`config.mk`:
```
export PLATFORM = sky130hd
export DESIGN_NAME = alu_mc
export DESIGN_NICKNAME = d
export VERILOG_FILES = /design/src/rtl/alu_mc_pkg.sv /design/src/rtl/alu_mc_muldiv_iter.sv /design/src/rtl/alu_mc.sv
export SDC_FILE = /design/constraint.sdc
export NUM_CORES = 1
export LEC_CHECK = 0
export BUFFER_PORTS_ARGS = -buffer_cell sky130_fd_sc_hd__clkbuf_2
export CORE_UTILIZATION = 30
export CTS_BUF_LIST = sky130_fd_sc_hd__clkbuf_8
export DETAILED_ROUTE_END_ITERATION = 7
export SLEW_MARGIN = 20
export SYNTH_ARGS = -nofsm -noshare
export SYNTH_HDL_FRONTEND = slang
export SYNTH_SLANG_ARGS = --single-unit
```
`constraint.sdc`:
```
create_clock -name clk -period 5.91 [get_ports clk]
set_clock_uncertainty 0.05 [all_clocks]
set_input_delay 0.591 -clock clk [delete_from_list [all_inputs] [get_ports clk]]
set_output_delay 0.591 -clock clk [all_outputs]
set_load 0.005 [all_outputs]
```
`src/rtl/alu_mc_pkg.sv`:
```
// Shared definitions for the multi-cycle ALU: operation codes, FSM states and
// the helper that separates single-cycle from iterative operations.
package alu_mc_pkg;

  localparam int unsigned CTRL_CODE_W = 4;

  typedef enum logic [CTRL_CODE_W-1:0] {
    OP_AND   = 4'b0000,
    OP_OR    = 4'b0001,
    OP_ADD   = 4'b0010,
    OP_SUB   = 4'b0110,
    OP_SLT   = 4'b0111,
    OP_MULLO = 4'b1000,
    OP_MULHI = 4'b1001,
    OP_DIVU  = 4'b1010,
    OP_REMU  = 4'b1011,
    OP_NOR   = 4'b1100
  } alu_op_e;

  typedef enum logic [1:0] {
    ST_IDLE = 2'd0,
    ST_EXEC = 2'd1,
    ST_ITER = 2'd2,
    ST_FIN  = 2'd3
  } state_e;

  // Codes 10xx are the bit-serial multiply/divide family.
  function automatic logic is_iter(input logic [CTRL_CODE_W-1:0] op);
    return op[3:2] == 2'b10;
  endfunction

endpackage

```
`src/rtl/alu_mc_muldiv_iter.sv`:
```
// Bit-serial unsigned multiply (shift-add) and divide (restoring) engine.
// Result sits in the 2*WIDTH accumulator: {hi, lo} = product or {remainder, quotient}.
module alu_mc_muldiv_iter
  import alu_mc_pkg::*;
#(
  parameter int unsigned WIDTH = 32
) (
  input  logic             clk,
  input  logic             rst,
  input  logic             start_i,
  input  logic             div_i,
  input  logic [WIDTH-1:0] a_i,
  input  logic [WIDTH-1:0] b_i,
  output logic             busy_o,
  output logic             last_o,
  output logic [WIDTH-1:0] lo_o,
  output logic [WIDTH-1:0] hi_o
);

  localparam int unsigned CNT_W = (WIDTH > 1) ? $clog2(WIDTH) : 1;

  logic                   div_q;
  logic [WIDTH-1:0]       opnd_q;
  logic [2*WIDTH-1:0]     acc_q;
  logic [2*WIDTH-1:0]     acc_d;
  logic [CNT_W-1:0]       cnt_q;
  logic                   busy_q;
  logic                   last_q;

  logic [WIDTH-1:0]       hi_c;
  logic [WIDTH-1:0]       lo_c;
  logic [WIDTH-1:0]       diff_c;
  logic [WIDTH:0]         sum_c;
  logic [WIDTH:0]         rem_sh_c;

  assign hi_c = acc_q[2*WIDTH-1:WIDTH];
  assign lo_c = acc_q[WIDTH-1:0];

  // One iteration step; a zero divisor naturally yields all-ones quotient and remainder = a.
  always_comb begin
    sum_c    = {1'b0, hi_c} + (lo_c[0] ? {1'b0, opnd_q} : '0);
    rem_sh_c = {hi_c, lo_c[WIDTH-1]};
    diff_c   = WIDTH'(rem_sh_c - {1'b0, opnd_q});
    if (!div_q) begin
      acc_d = {sum_c, lo_c[WIDTH-1:1]};
    end else if (rem_sh_c >= {1'b0, opnd_q}) begin
      acc_d = {diff_c, lo_c[WIDTH-2:0], 1'b1};
    end else begin
      acc_d = {rem_sh_c[WIDTH-1:0], lo_c[WIDTH-2:0], 1'b0};
    end
  end

  always_ff @(posedge clk or posedge rst) begin
    if (rst) begin
      div_q  <= 1'b0;
      opnd_q <= '0;
      acc_q  <= '0;
      cnt_q  <= '0;
      busy_q <= 1'b0;
      last_q <= 1'b0;
    end else if (start_i) begin
      div_q  <= div_i;
      opnd_q <= div_i ? b_i : a_i;
      acc_q  <= {{WIDTH{1'b0}}, (div_i ? a_i : b_i)};
      cnt_q  <= CNT_W'(WIDTH - 1);
      busy_q <= 1'b1;
      last_q <= 1'b0;
    end else if (busy_q) begin
      acc_q  <= acc_d;
      cnt_q  <= cnt_q - CNT_W'(1);
      last_q <= (cnt_q == CNT_W'(1));
      if (last_q) begin
        busy_q <= 1'b0;
      end
    end
  end

  assign busy_o = busy_q;
  assign last_o = last_q;
  assign lo_o   = lo_c;
  assign hi_o   = hi_c;

endmodule

```
`src/rtl/alu_mc.sv`:
```
// Multi-cycle ALU: single-cycle logic/arith ops plus iterative unsigned mul/div,
// valid/ready accept and a registered result with a one-cycle done pulse.
module alu_mc
  import alu_mc_pkg::*;
#(
  parameter int unsigned WIDTH  = 32,
  parameter int unsigned CTRL_W = CTRL_CODE_W
) (
  input  logic              clk,
  input  logic              rst,
  input  logic              valid_in,
  output logic              ready,
  input  logic [CTRL_W-1:0] ctrl,
  input  logic [WIDTH-1:0]  a,
  input  logic [WIDTH-1:0]  b,
  output logic [WIDTH-1:0]  result,
  output logic              zero_flag,
  output logic              done
);

  state_e                 state_q;
  logic                   ready_q;
  logic [WIDTH-1:0]       result_q;
  logic                   zero_q;
  logic                   done_q;
  logic [CTRL_CODE_W-1:0] op_q;
  logic [WIDTH-1:0]       a_q;
  logic [WIDTH-1:0]       b_q;

  logic                   accept_c;
  logic                   iter_start_c;
  logic [WIDTH-1:0]       alu_c;
  logic [WIDTH-1:0]       iter_res_c;
  logic                   iter_busy;
  logic                   iter_last;
  logic [WIDTH-1:0]       iter_lo;
  logic [WIDTH-1:0]       iter_hi;

  assign accept_c     = valid_in && ready_q;
  assign iter_start_c = accept_c && is_iter(CTRL_CODE_W'(ctrl));

  alu_mc_muldiv_iter #(
    .WIDTH (WIDTH)
  ) u_iter (
    .clk     (clk),
    .rst     (rst),
    .start_i (iter_start_c),
    .div_i   (ctrl[1]),
    .a_i     (a),
    .b_i     (b),
    .busy_o  (iter_busy),
    .last_o  (iter_last),
    .lo_o    (iter_lo),
    .hi_o    (iter_hi)
  );

  // Single-cycle datapath on the captured operands; unknown codes give zero.
  always_comb begin
    alu_c = '0;
    case (op_q)
      OP_AND:  alu_c = a_q & b_q;
      OP_OR:   alu_c = a_q | b_q;
      OP_ADD:  alu_c = a_q + b_q;
      OP_SUB:  alu_c = a_q - b_q;
      OP_NOR:  alu_c = ~(a_q | b_q);
      OP_SLT:  alu_c = WIDTH'($signed(a_q) < $signed(b_q));
      default: alu_c = '0;
    endcase
  end

  // Odd iterative codes (MULHI, REMU) take the upper accumulator half.
  assign iter_res_c = op_q[0] ? iter_hi : iter_lo;

  always_ff @(posedge clk or posedge rst) begin
    if (rst) begin
      state_q  <= ST_IDLE;
      ready_q  <= 1'b1;
      result_q <= '0;
      zero_q   <= 1'b1;
      done_q   <= 1'b0;
      op_q     <= '0;
      a_q      <= '0;
      b_q      <= '0;
    end else begin
      done_q <= 1'b0;
      case (state_q)
        ST_IDLE: begin
          if (accept_c) begin
            op_q    <= CTRL_CODE_W'(ctrl);
            a_q     <= a;
            b_q     <= b;
            ready_q <= 1'b0;
            state_q <= iter_start_c ? ST_ITER : ST_EXEC;
          end
        end
        ST_EXEC: begin
          result_q <= alu_c;
          zero_q   <= (alu_c == '0);
          done_q   <= 1'b1;
          ready_q  <= 1'b1;
          state_q  <= ST_IDLE;
        end
        ST_ITER: begin
          if (iter_last) begin
            state_q <= ST_FIN;
          end else if (!iter_busy) begin
            ready_q <= 1'b1;
            state_q <= ST_IDLE;
          end
        end
        ST_FIN: begin
          result_q <= iter_res_c;
          zero_q   <= (iter_res_c == '0);
          done_q   <= 1'b1;
          ready_q  <= 1'b1;
          state_q  <= ST_IDLE;
        end
        default: state_q <= ST_IDLE;
      endcase
    end
  end

  assign ready     = ready_q;
  assign result    = result_q;
  assign zero_flag = zero_q;
  assign done      = done_q;

endmodule

```
---- Word level (Yosys, flattened, before mapping) ----
Index checks and enable logic that the tools add are counted.
cells by class
  $add $sub $neg .......................... 5
  order comparisons ....................... 2
  equal/unequal tests ..................... 14
  muxes and demuxes ....................... 28
  bitwise gates (word level) .............. 3
  reductions and logical operators ........ 12
operators by type and width
  kind                   count
  $mux W64               4
  $pmux W32 S6           1
  $mux W32               4
  $logic_not A32 Y1      2
  $pmux W32 S2           1
  $sub A32 B32 Y32       2
  $add A32 B32 Y33       1
  $ge A33 B32 Y1         1
  $add A32 B32 Y32       1
  $and A32 B32 Y32       1
  $lt A32 B32 Y1         1
  $not A32 Y32           1
  $or A32 B32 Y32        1
  $mux W5                2
  $mux W1                9
  $eq A4 B3 Y1 const B   2
  $mux W2                4
  $eq A2 B2 Y1 const B   3
  $ne A2 B2 Y1 const B   3
  $pmux W2 S3            1
  $eq A5 B1 Y1 const B   1
  $sub A5 B1 Y5 const B  1
  $eq A4 B1 Y1 const B   1
  $eq A4 B2 Y1 const B   1
  other kinds (12)       15
word-level totals
  register bits after elaboration ......... 209
  output and inout port bits .............. 35
  word-level logic and storage cells ...... 78

---- Logic depth before layout (Yosys ltp) ----
Gate-level depths: netlist (run 1).
  word-level depth ........................ 5
  depth in mapped cells ................... 17

---- Hierarchy ----
From an unflattened synthesis (run 1), not the netlist that was laid out.
unflattened totals
  cell total of the unflattened synthesis .. 2487
  area total of the unflattened synthesis .. 19866.6 sq um
by module, submodules not included
  module              instances  cells an instance  area an instance (sq um)
  alu_mc              1          1345               10492.6
  alu_mc_muldiv_iter  1          1142               9374.0

---- Worst setup path before layout (run 1) ----
OpenSTA, ideal clock, no wires.
  path kind ............................... reg-to-reg
  start ................................... reg a_q[0]
  end ..................................... reg zero_q (netlist: zero_flag)
  library setup time ...................... 0.086 ns
  arrival time ............................ 3.984 ns
  required time ........................... 5.774 ns
  path slack .............................. 1.790 ns
  stages on the path, launching flop included .. 16
  clock period less this slack ............ 4.120 ns
  path through ............................ dfrtp_1 > inv_1 > ha_1 > fa_1 > or2_4 > a2111o_1 > a21o_2 > a211oi_2 > o21ai_1 > a221oi_2 > o2bb2ai_1 > nor4_1 > nand4b_1 > or4b_1 > or4_1 > o31ai_2
between the ends
  cells in the longest elaborated chain, start to end .. 5
  elaborated cells on any way between the ends .. 9
  classes of those cells .................. add/sub (2); order compare (1); mux (2); bitwise (3); reduce/logical (1)
ends and longest elaborated chain
  item                                                      line           RTL
  from (decl)                                               alu_mc.sv:27   logic [WIDTH-1:0] a_q;
  from (signal assigned)                                    alu_mc.sv:82   a_q <= '0;
  from (signal assigned)                                    alu_mc.sv:90   a_q <= a;
  branches (longest 2 deep; another with $sub A32 B32 Y32)  --
  $pmux W32 S6 (*)                                          alu_mc.sv:60   case (op_q)
  $logic_not A32 Y1 (*)                                     alu_mc.sv:98   zero_q <= (alu_c == '0);
  $pmux W1 S2 (*)                                           alu_mc.sv:86   case (state_q)
  to (signal assigned)                                      alu_mc.sv:98
  to (signal assigned)                                      alu_mc.sv:113  zero_q <= (iter_res_c == '0);
  to (decl)                                                 alu_mc.sv:24   logic zero_q;
Mark *: on every way between the ends.
A chain may end at the register's enable or synchronous reset.

---- Final worst setup path (run 1) ----
Same ends and word-level chain as after synthesis.

==> metrics.txt, run 1 <==
status finished clean; Reg2Reg Depth 15; syn_nets 2592; EDFF count, synth 0; syn avg cell area about 8 um2; Yosys reg bits 209; Tcrit/Tclk final 0.809; Hold Vio Cnt, Final 0; Via Count about 18k; Hold Path Depth 3; endpoints failing setup 0; nets@finish between 2k and 3k; Max-Cap Viols 0; synthesized cell area roughly 19000 um2; Pins Over Slew Limit 0; # DRC 0; slew margin rel. 0.286; Final Cell Area between 20000 and 25000 um2; Setup crit end kind flop; Post-CTS Setup Bufs 0; RSZ-0062 raised after global routing false; Die X 254 um; Synth area leaders dfrtp_1 (27%), ha_1 (11%), mux2i_1 (7.1%); Reg clk slew, reported paths 70 ps; Clock Path Buffers 3; WP data arrival approximately 5300 ps; vias in the first global route 16.6k; GRT Overall Usage 0.195; Post-Synthesis Cells approximately 2.3k; Initial Util 0.303; Post-DP Area between 20000 and 25000 um2; root buffer cell clkbuf_8; Worst-Margin Slew between 1000 and 1500 ps; RePlAce Congestion 0.974; Cell variety after synth roughly 110; post-synth top area share 0.271; die height about 250 um; worst hold-check path type in -> reg; WS Path Type reg -> reg; CTS-repair resized insts 0; WL final between 60000 and 70000 um; Final HPWL DP between 40000 and 50000 um; core area around 63000 um2; global-route wire length before repair 98000 um; critical path launch point type flop; CTS sink cnt 209; H-tree levels 2; Rows around 90; DP Worst Slack around 1200 ps; initial antenna violation count 4; layout cells sized above 1 0.115; GRT overflow 0; most frequent cells in the layout nand2_1 (262), o21ai_0 (252), dfrtp_1 (202), ha_1 (174), inv_1 (170); antenna viol nets, final 0; sequential share of the synthesized area 0.274; wire per inst between 15 and 20 um; Synth area leader dfrtp_1; Synth Warn # 0; drt initial violations roughly 1.5k; DR pass1 iterations 5; CTS tree built; Async SR Flop Fraction 1.00; Main synth FF type dfrtp_1; Max FO, Critical Path 4; worst skew pair latency ~600 ps; Port Buffers ~110; # IOs about 110; final worst slack approximately 1100 ps; die area around 65000 um2; fmax ~210 MHz; area delta synth->final 11.1%; Fin Setup TNS 0 ps; Vias/cell approximately 5.4; Critical Path RT 6390 ps; most common cell after layout, fill and taps aside nand2_1; largest net degree at the start of global routing around 160; hold buffers post-CTS 1; Num CTS Buffers 39; fin crit period about 4800 ps
-- cell families after synthesis --
group / after synthesis / synth area share
adder cells (fa/ha/maj): 178 / 0.118
multiplexers: 160 / 0.0855
AND/OR/NAND/NOR: 665 / 0.166
XOR/XNOR: 58 / 0.0266
buffers and inverters: 306 / 0.0666
AO/OA/AOI/OAI: 767 / 0.263
flip-flops: 209 / 0.274
-- Yosys cell counts (6+ instances only) --
master       n
dfrtp_1    207
nand4_1     21
inv_1      164
and2_1      49
and3_1      10
nor2b_1     14
nor4_1      21
nor3_1      40
o21ai_0    252
xnor2_1     36
nand2b_1    10
nor2_1     139
a21o_1      50
or2_2       10
ha_1       174
buf_1       15
o22ai_1      8
a31oi_1     13
o211ai_1    70
a21oi_1    144
mux2_2      25
o21a_1      10
o31ai_1     16
xor2_1      22
mux2i_1    135
a22oi_1     13
o21bai_1    28
a221oi_1    23
clkbuf_8     7
a221o_1     12
clkbuf_1   104
a2111oi_0    6
buf_2        7
a211oi_1    26
o221ai_1     8
nand3b_1     6
nor3b_1     11
a211o_1      9
nand2_1    262
nand3_1     35
-- final timing paths --
| check | from | endpoint | slack [ps] |
|---|---|---|---|
| worst max-delay path | a_q[0] | zero_flag | 1130 |
| min in group asynchronous | rst | u_iter.cnt_q[2] | 360 |
| max in group asynchronous | rst | a_q[31] | 4320 |
| worst max register to register | a_q[0] | zero_flag | 1130 |
| worst min-delay path | a[26] | a_q[26] | 220 |
| worst min register to register | result[20] | result[20] | 440 |
-- through the flow --
step / hold slack [ps] / utilization / cells
final: 215 / 0.337 / 3249
after global routing: 189 / 0.337 / 3248
after CTS: 164 / 0.337 / 3248
after detailed placement: 420 / 0.322 / 3177
after global placement: 412 / 0.322 / 3177
after floorplan: 413 / - / 2343
-- routing by layer --
metal	share of wire	global-route usage	vias up
met1	0.45	0.259	8304
li1	-	-	8544
met3	0.060	0.0384	115
met5	0.00085	0	-
met2	0.45	0.306	539
met4	0.038	0.0800	6
-- sequential cells by signal, summed over array words and instances (netlist names) --
register / cells
b_q: 32
ready: 1
u_iter.opnd_q: 32
u_iter.acc_q: 64
u_iter.last_o: 1
state_q: 2
u_iter.cnt_q: 5
zero_flag: 1
a_q: 32
done: 1
u_iter.div_q: 1
op_q: 4
result: 32
u_iter.busy_o: 1
-- critical path, stage by stage (launching register included) --
cell and delay (ps):
dfrtp_1 350, inv_1 80, ha_1 240, fa_1 420
or2_4 280, a2111o_1 440, a21o_2 270, a211oi_2 260
o21ai_1 140, a221oi_2 270, o2bb2ai_1 130, nor4_1 520
nand4b_1 150, or4b_1 520, or4_1 420, o31ai_2 180
-- area by class of cell --
type / instances / area [um2]
fillers: 6661 / 41800
repair buffers: 129 / 723
multi-input cells: 1828 / 12600
clock inverters: 20 / 251
well taps: 846 / 1060
clock buffers: 50 / 688
inverters: 166 / 627
flip-flops and latches: 209 / 5240
diodes: 1 / 2.50
Power of run 1 is left out: the tool's default activity adds up to more than one toggle a clock period on the data nets, which glitch-free logic cannot reach.
==> inputs of run 2 (changes only) <==
==> constraint.sdc (replaced) <==
create_clock -name clk -period 4.1 [get_ports clk]
set_clock_uncertainty 0.05 [all_clocks]
set_input_delay 0.41 -clock clk [delete_from_list [all_inputs] [get_ports clk]]
set_output_delay 0.41 -clock clk [all_outputs]
set_load 0.005 [all_outputs]
==> run 2 against run 1 <==
The flow now finishes with violations (setup timing). Routed wire length increased by 2.8%. Hold slack got worse by 180 ps. Clock-buffer cell count fell by 1. Register-to-register slack got worse by 1400 ps. Global-route usage rose by 0.78 points. Cell count up 7.0%. Setup slack worse by 1400 ps. Non-clock buffer count increased by 227. Fmax up 8.2%. Critical endpoint unchanged. Highest routed layer is now met4.
==> metrics.txt, run 2 (same netlist as run 1, synthesis figures left out) <==
WL final 65500 um (was 63700 um); Largest delay share family, worst path compound AO/OA/AOI/OAI gates (was simple AND/OR/NAND/NOR gates); layout cells sized above 1 0.192 (was 0.115); Port Buffers 105 (unchanged); die area 64700 um2 (unchanged); core area 63000 um2 (unchanged); most common cell after layout, fill and taps aside nand2_1 (unchanged); RePlAce Congestion 0.944 (was 0.974); Pins Over Slew Limit 0 (unchanged); worst hold margin 39.2 ps (was 215 ps); die height 254 um (unchanged); RSZ-0062 raised after global routing true (was false); Tcrit/Tclk final 1.08 (was 0.809); WP data arrival 4880 ps (was 5260 ps); GRT overflow 0 (unchanged); Setup crit end kind flop (unchanged); cell count along the critical path 14 (was 15); root buffer cell clkbuf_8 (unchanged); Reg clk slew, reported paths 60 ps (was 70 ps); Num CTS Buffers 40 (was 39); wire per inst 18.8 um (was 19.6 um); # DRC 0 (unchanged); GRT Overall Usage 0.202 (was 0.195); Initial Util 0.303 (unchanged); largest net degree at the start of global routing 133 (was 159); highest-delay cell along the critical path or4b_1 (was nor4_1); Worst-Margin Slew 1070 ps (about the same); Clock Path Buffers 3 (unchanged); H-tree levels 2 (unchanged); WS Path Type reg -> reg (unchanged); max reg flops 64 (unchanged); Post-DP Area 21900 um2 (was 20300 um2); initial antenna violation count 0 (was 4); fmax 226 MHz (was 209 MHz); # IOs 106 (unchanged); R2R Setup Slk -320 ps (was 1130 ps); CTS tree built (unchanged); Vias/cell 5.23 (was 5.39); Critical Path RT 4570 ps (was 6390 ps); drt initial violations 1475 (was 1502); critical path launch point b_q[0] (was a_q[0]); failing checks setup timing; global-route wire length before repair 102000 um (was 98000 um); Final Cell Area 23000 um2 (was 21200 um2); Largest Register u_iter.acc_q (unchanged); Antenna Cells 0 (was 1); critical path launch point type flop (unchanged); area delta synth->final 20.4% (was 11.1%); Max FO, Critical Path 4 (unchanged); Hold Vio Cnt, Final 0 (unchanged); reg-to-reg startpoint b_q[0] (was a_q[0]); worst hold-check path type in -> reg (unchanged); Rows 92 (unchanged); Final HPWL DP 50700 um (was 47900 um); most frequent cells in the layout nand2_1 (262), o21ai_0 (249), buf_4 (233), dfrtp_1 (202), inv_1 (177) (was nand2_1 (262), o21ai_0 (252), dfrtp_1 (202), ha_1 (174), inv_1 (170)); CP peak stage delay 540 ps (was 520 ps); slew margin rel. 0.283 (was 0.286); nets@finish 2850 (was 2622); Die X 254 um (unchanged); CTS sink cnt 209 (unchanged); DR pass1 iterations 5 (unchanged); Via Count 18.2k (was 17.5k); fin crit period 4420 ps (was 4780 ps); antenna viol nets, final 0 (unchanged); reg2reg end zero_flag (unchanged); final worst slack -317 ps (was 1130 ps); Buf+Inv Stages, Crit Path 0 (was 1); status finished, violations left (was finished clean); Max-Cap Viols 0 (unchanged); vias in the first global route 17.6k (was 16.6k); ordered cell list for the critical path ha_2, fa_2, or2_4, a2111o_1, a311oi_2, o211ai_2, a21oi_4, nor2_2, a221o_1, a21boi_2, nand4b_1, or4b_1, or4_1, o31ai_2 (was inv_1, ha_1, fa_1, or2_4, a2111o_1, a21o_2, a211oi_2, o21ai_1, a221oi_2, o2bb2ai_1, nor4_1, nand4b_1, or4b_1, or4_1, o31ai_2); Reg2Reg Depth 14 (was 15); worst setup path endpoint zero_flag (unchanged); worst skew pair latency 630 ps (was 600 ps); endpoints failing setup 1 (was 0)
## run 2: cell types whose count changed in the layout (fill, tap and decap cells not counted), moves of 3 or more
cell / change
a211oi_1: -3
buf_12: +3
bufinv_16: -4
o21ai_1: +3
o31ai_1: -3
o21ai_0: -3
buf_4: +210
inv_1: +7
o31ai_2: +3
dlygate4sd3_1: +13
## run 2: how the worst min path moves through the flow
stage	startpoint	to	slack, ps	cells past startpoint
6_report	a[6]	a_q[6]	40	3
5_1_grt	b[0]	b_q[0]	30	3
4_1_cts	b[28]	b_q[28]	0.2	3
3_5_place_dp	result[27]	result[27]	450	1
3_3_place_gp	result[20]	result[20]	420	1
2_1_floorplan	u_iter.opnd_q[10]	u_iter.opnd_q[10]	410	2
## run 2: repair_timing
item / 4_1_cts / 5_1_grt
pin swaps: 7 / 2
endpoints found under the setup margin: 1 / 9
endpoints found under the hold margin: 100 / 0
hold buffers: 14 / 0
resized for setup: 3 / 24
buffers inserted: 3 / 0
## run 2: cell type report
type                    instances  area, um2
fillers                      6507      40000
repair buffers                356       2500
well taps                     846       1060
flip-flops and latches        209       5240
clock inverters                22        154
inverters                     166        627
clock buffers                  49        674
multi-input cells            1828      12700
## run 2: tightest hold or removal path, stage by stage
cell	delay [ps]
clkbuf_2	130
nand2_1	60
o21ai_0	70
## run 2: per-stage QoR
step,utilization,TNS (ps),setup WS [ps],cells
after global routing,0.365,-528,-520,3476
after CTS,0.363,-331,-331,3476
final,0.365,-317,-317,3476
after detailed placement,0.348,-515,-515,3388
after global placement,0.348,-432,-432,3388
after floorplan,-,-12.4,-12.4,2343
## run 2: routing by layer
layer	GRT usage	vias to the layer above	wire (um)
li1	-	8982	-
met1	0.280	8608	30600
met2	0.318	477	29200
met3	0.0337	97	3510
met4	0.0680	0	2150
met5	0	-	0
Power of run 2 is left out for the same reason.
==> inputs of run 3 (changes only) <==
--- a/config.mk
+++ b/config.mk
@@ -7,7 +7,6 @@
 export LEC_CHECK = 0
 export BUFFER_PORTS_ARGS = -buffer_cell sky130_fd_sc_hd__clkbuf_2
 export CORE_UTILIZATION = 30
-export CTS_BUF_LIST = sky130_fd_sc_hd__clkbuf_8
 export DETAILED_ROUTE_END_ITERATION = 7
 export SLEW_MARGIN = 20
 export SYNTH_ARGS = -nofsm -noshare
==> constraint.sdc (replaced) <==
create_clock -name clk -period 5.2 [get_ports clk]
set_clock_uncertainty 0.05 [all_clocks]
set_input_delay 0.52 -clock clk [delete_from_list [all_inputs] [get_ports clk]]
set_output_delay 0.52 -clock clk [all_outputs]
set_load 0.005 [all_outputs]
==> run 3 against run 2 <==
The run now ends clean. Cell area fell by 7.7%. Clock-buffer cell count fell by 10. Via count fell by 4.1%. Flip-flop and latch count did not move. Die area did not move. Sequential share of layout area rose by 1.9 points. Non-clock buffer count fell by 223. Global-route usage fell by 0.50 points. Routed wire length fell by 2.0%. Highest routed layer unchanged.
==> metrics.txt, run 3 (same netlist as run 1, synthesis figures left out) <==
WS Path Type reg -> reg (unchanged); Vias/cell 5.39 (was 5.23); fin crit period 4850 ps (was 4420 ps); critical path launch point a_q[0] (was b_q[0]); drt initial violations 1360 (was 1475); Buf+Inv Stages, Crit Path 1 (was 0); Port Buffers 105 (unchanged); initial antenna violation count 1 (was 0); Critical Path RT 5630 ps (was 4570 ps); global-route wire length before repair 99900 um (was 102000 um); GRT Overall Usage 0.197 (was 0.202); multi-input logic area 12600 um2 (was 12700 um2); Worst-Margin Slew 986 ps (was 1070 ps); core area 63000 um2 (unchanged); status finished clean (was finished, violations left); max reg flops 64 (unchanged); Post-CTS Setup Bufs 0 (was 3); Num CTS Buffers 26 (was 40); routed wl met3 3020 um (was 3510 um); Antenna Cells 0 (unchanged); hold buffers post-CTS 0 (was 14); Setup crit end kind flop (unchanged); GRT overflow 0 (unchanged); Largest Register u_iter.acc_q (unchanged); R2R Setup Slk 350 ps (was -320 ps); most common cell after layout, fill and taps aside nand2_1 (unchanged); die area 64700 um2 (unchanged); Tcrit/Tclk final 0.933 (was 1.08); worst hold-check path type in -> async (was in -> reg); largest net degree at the start of global routing 162 (was 133); WL final 64100 um (was 65500 um); # IOs 106 (unchanged); Final HPWL DP 48500 um (was 50700 um); fmax 206 MHz (was 226 MHz); H-tree levels 1 (was 2); endpoints failing setup 0 (was 1); filler cell count 6593 (was 6507); Reg clk slew, reported paths 60 ps (about the same); # DRC 0 (unchanged); nets@finish 2613 (was 2850); Pins Over Slew Limit 0 (unchanged); antenna viol nets, final 0 (unchanged); vias in the first global route 16.9k (was 17.6k); ordered cell list for the critical path inv_1, ha_1, fa_1, or2_4, a2111o_1, a21o_2, a211oi_2, o21ai_1, a221oi_2, o2bb2ai_1, nor4_1, nand4b_1, or4b_1, or4_1, o31ai_2 (was ha_2, fa_2, or2_4, a2111o_1, a311oi_2, o211ai_2, a21oi_4, nor2_2, a221o_1, a21boi_2, nand4b_1, or4b_1, or4_1, o31ai_2); highest-delay cell along the critical path or4b_1 (unchanged); Hold Vio Cnt, Final 0 (unchanged); routed wl met2 28500 um (was 29200 um); CTS sink cnt 209 (unchanged); die height 254 um (unchanged); reg-to-reg startpoint a_q[0] (was b_q[0]); M1 WL 29800 um (was 30600 um); CTS tree built (unchanged); Die X 254 um (unchanged); slew margin rel. 0.340 (was 0.283); worst hold margin 107 ps (was 39.2 ps); worst skew pair latency 570 ps (was 630 ps); area delta synth->final 11.2% (was 20.4%); CP peak stage delay 530 ps (was 540 ps); max layer used met4 (unchanged); Initial Util 0.303 (unchanged); RSZ-0062 raised after global routing false (was true); Fin Setup TNS 0 ps (was -317 ps); wire per inst 19.9 um (was 18.8 um); Clock Path Buffers 3 (unchanged); CTS-repair resized insts 0 (was 3); Rows 92 (unchanged); root buffer cell clkbuf_16 (was clkbuf_8); layout cells sized above 1 0.110 (was 0.192); Max FO, Critical Path 4 (unchanged); DR pass1 iterations 5 (unchanged); WP data arrival 5280 ps (was 4880 ps); flip-flop and latch area 5240 um2 (unchanged); Via Count 17.4k (was 18.2k); Max-Cap Viols 0 (unchanged); RePlAce Congestion 0.954 (was 0.944); critical path launch point type flop (unchanged); Largest delay share family, worst path simple AND/OR/NAND/NOR gates (was compound AO/OA/AOI/OAI gates); reg2reg end zero_flag (unchanged); most frequent cells in the layout nand2_1 (262), o21ai_0 (252), dfrtp_1 (202), ha_1 (174), inv_1 (163) (was nand2_1 (262), o21ai_0 (249), buf_4 (233), dfrtp_1 (202), inv_1 (177)); Reg2Reg Depth 15 (was 14)
run 3: through the flow:
stage / area (um2) / util / setup slack (ps) / cells
3_5_place_dp: 20300 / 0.323 / 457 / 3182
5_1_grt: 21200 / 0.337 / 165 / 3230
6_report: 21200 / 0.337 / 347 / 3230
3_3_place_gp: 20300 / 0.323 / 468 / 3182
4_1_cts: 21200 / 0.337 / 414 / 3230
2_1_floorplan: 19100 / - / 1080 / 2343
run 3: how the worst max path moves through the flow:
stage	end	slack, ps	depth (start not counted)
after floorplan	zero_flag	1080	15
after global placement	zero_flag	470	15
after detailed placement	zero_flag	460	15
after CTS	zero_flag	410	15
after global routing	zero_flag	170	15
final	zero_flag	350	15
run 3: layout make-up:
class,count,area share
clock buffer,39,0.0377
clock inverter,9,0.00489
inverter,166,0.0295
multi-input combinational,1828,0.594
sequential,209,0.247
tap,846,0.0499
timing repair buffer,133,0.0366
run 3: routing by layer:
metal  GRT usage  up-vias
met5           0        -
met2       0.313      446
li1            -     8505
met3      0.0230      116
met1       0.270     8347
met4      0.0836        0
run 3: tightest hold or removal path, delay by kind of cell:
kind	cells	cell delay [ps]
buf+inv	3	700
Power of run 3 is left out for the same reason.
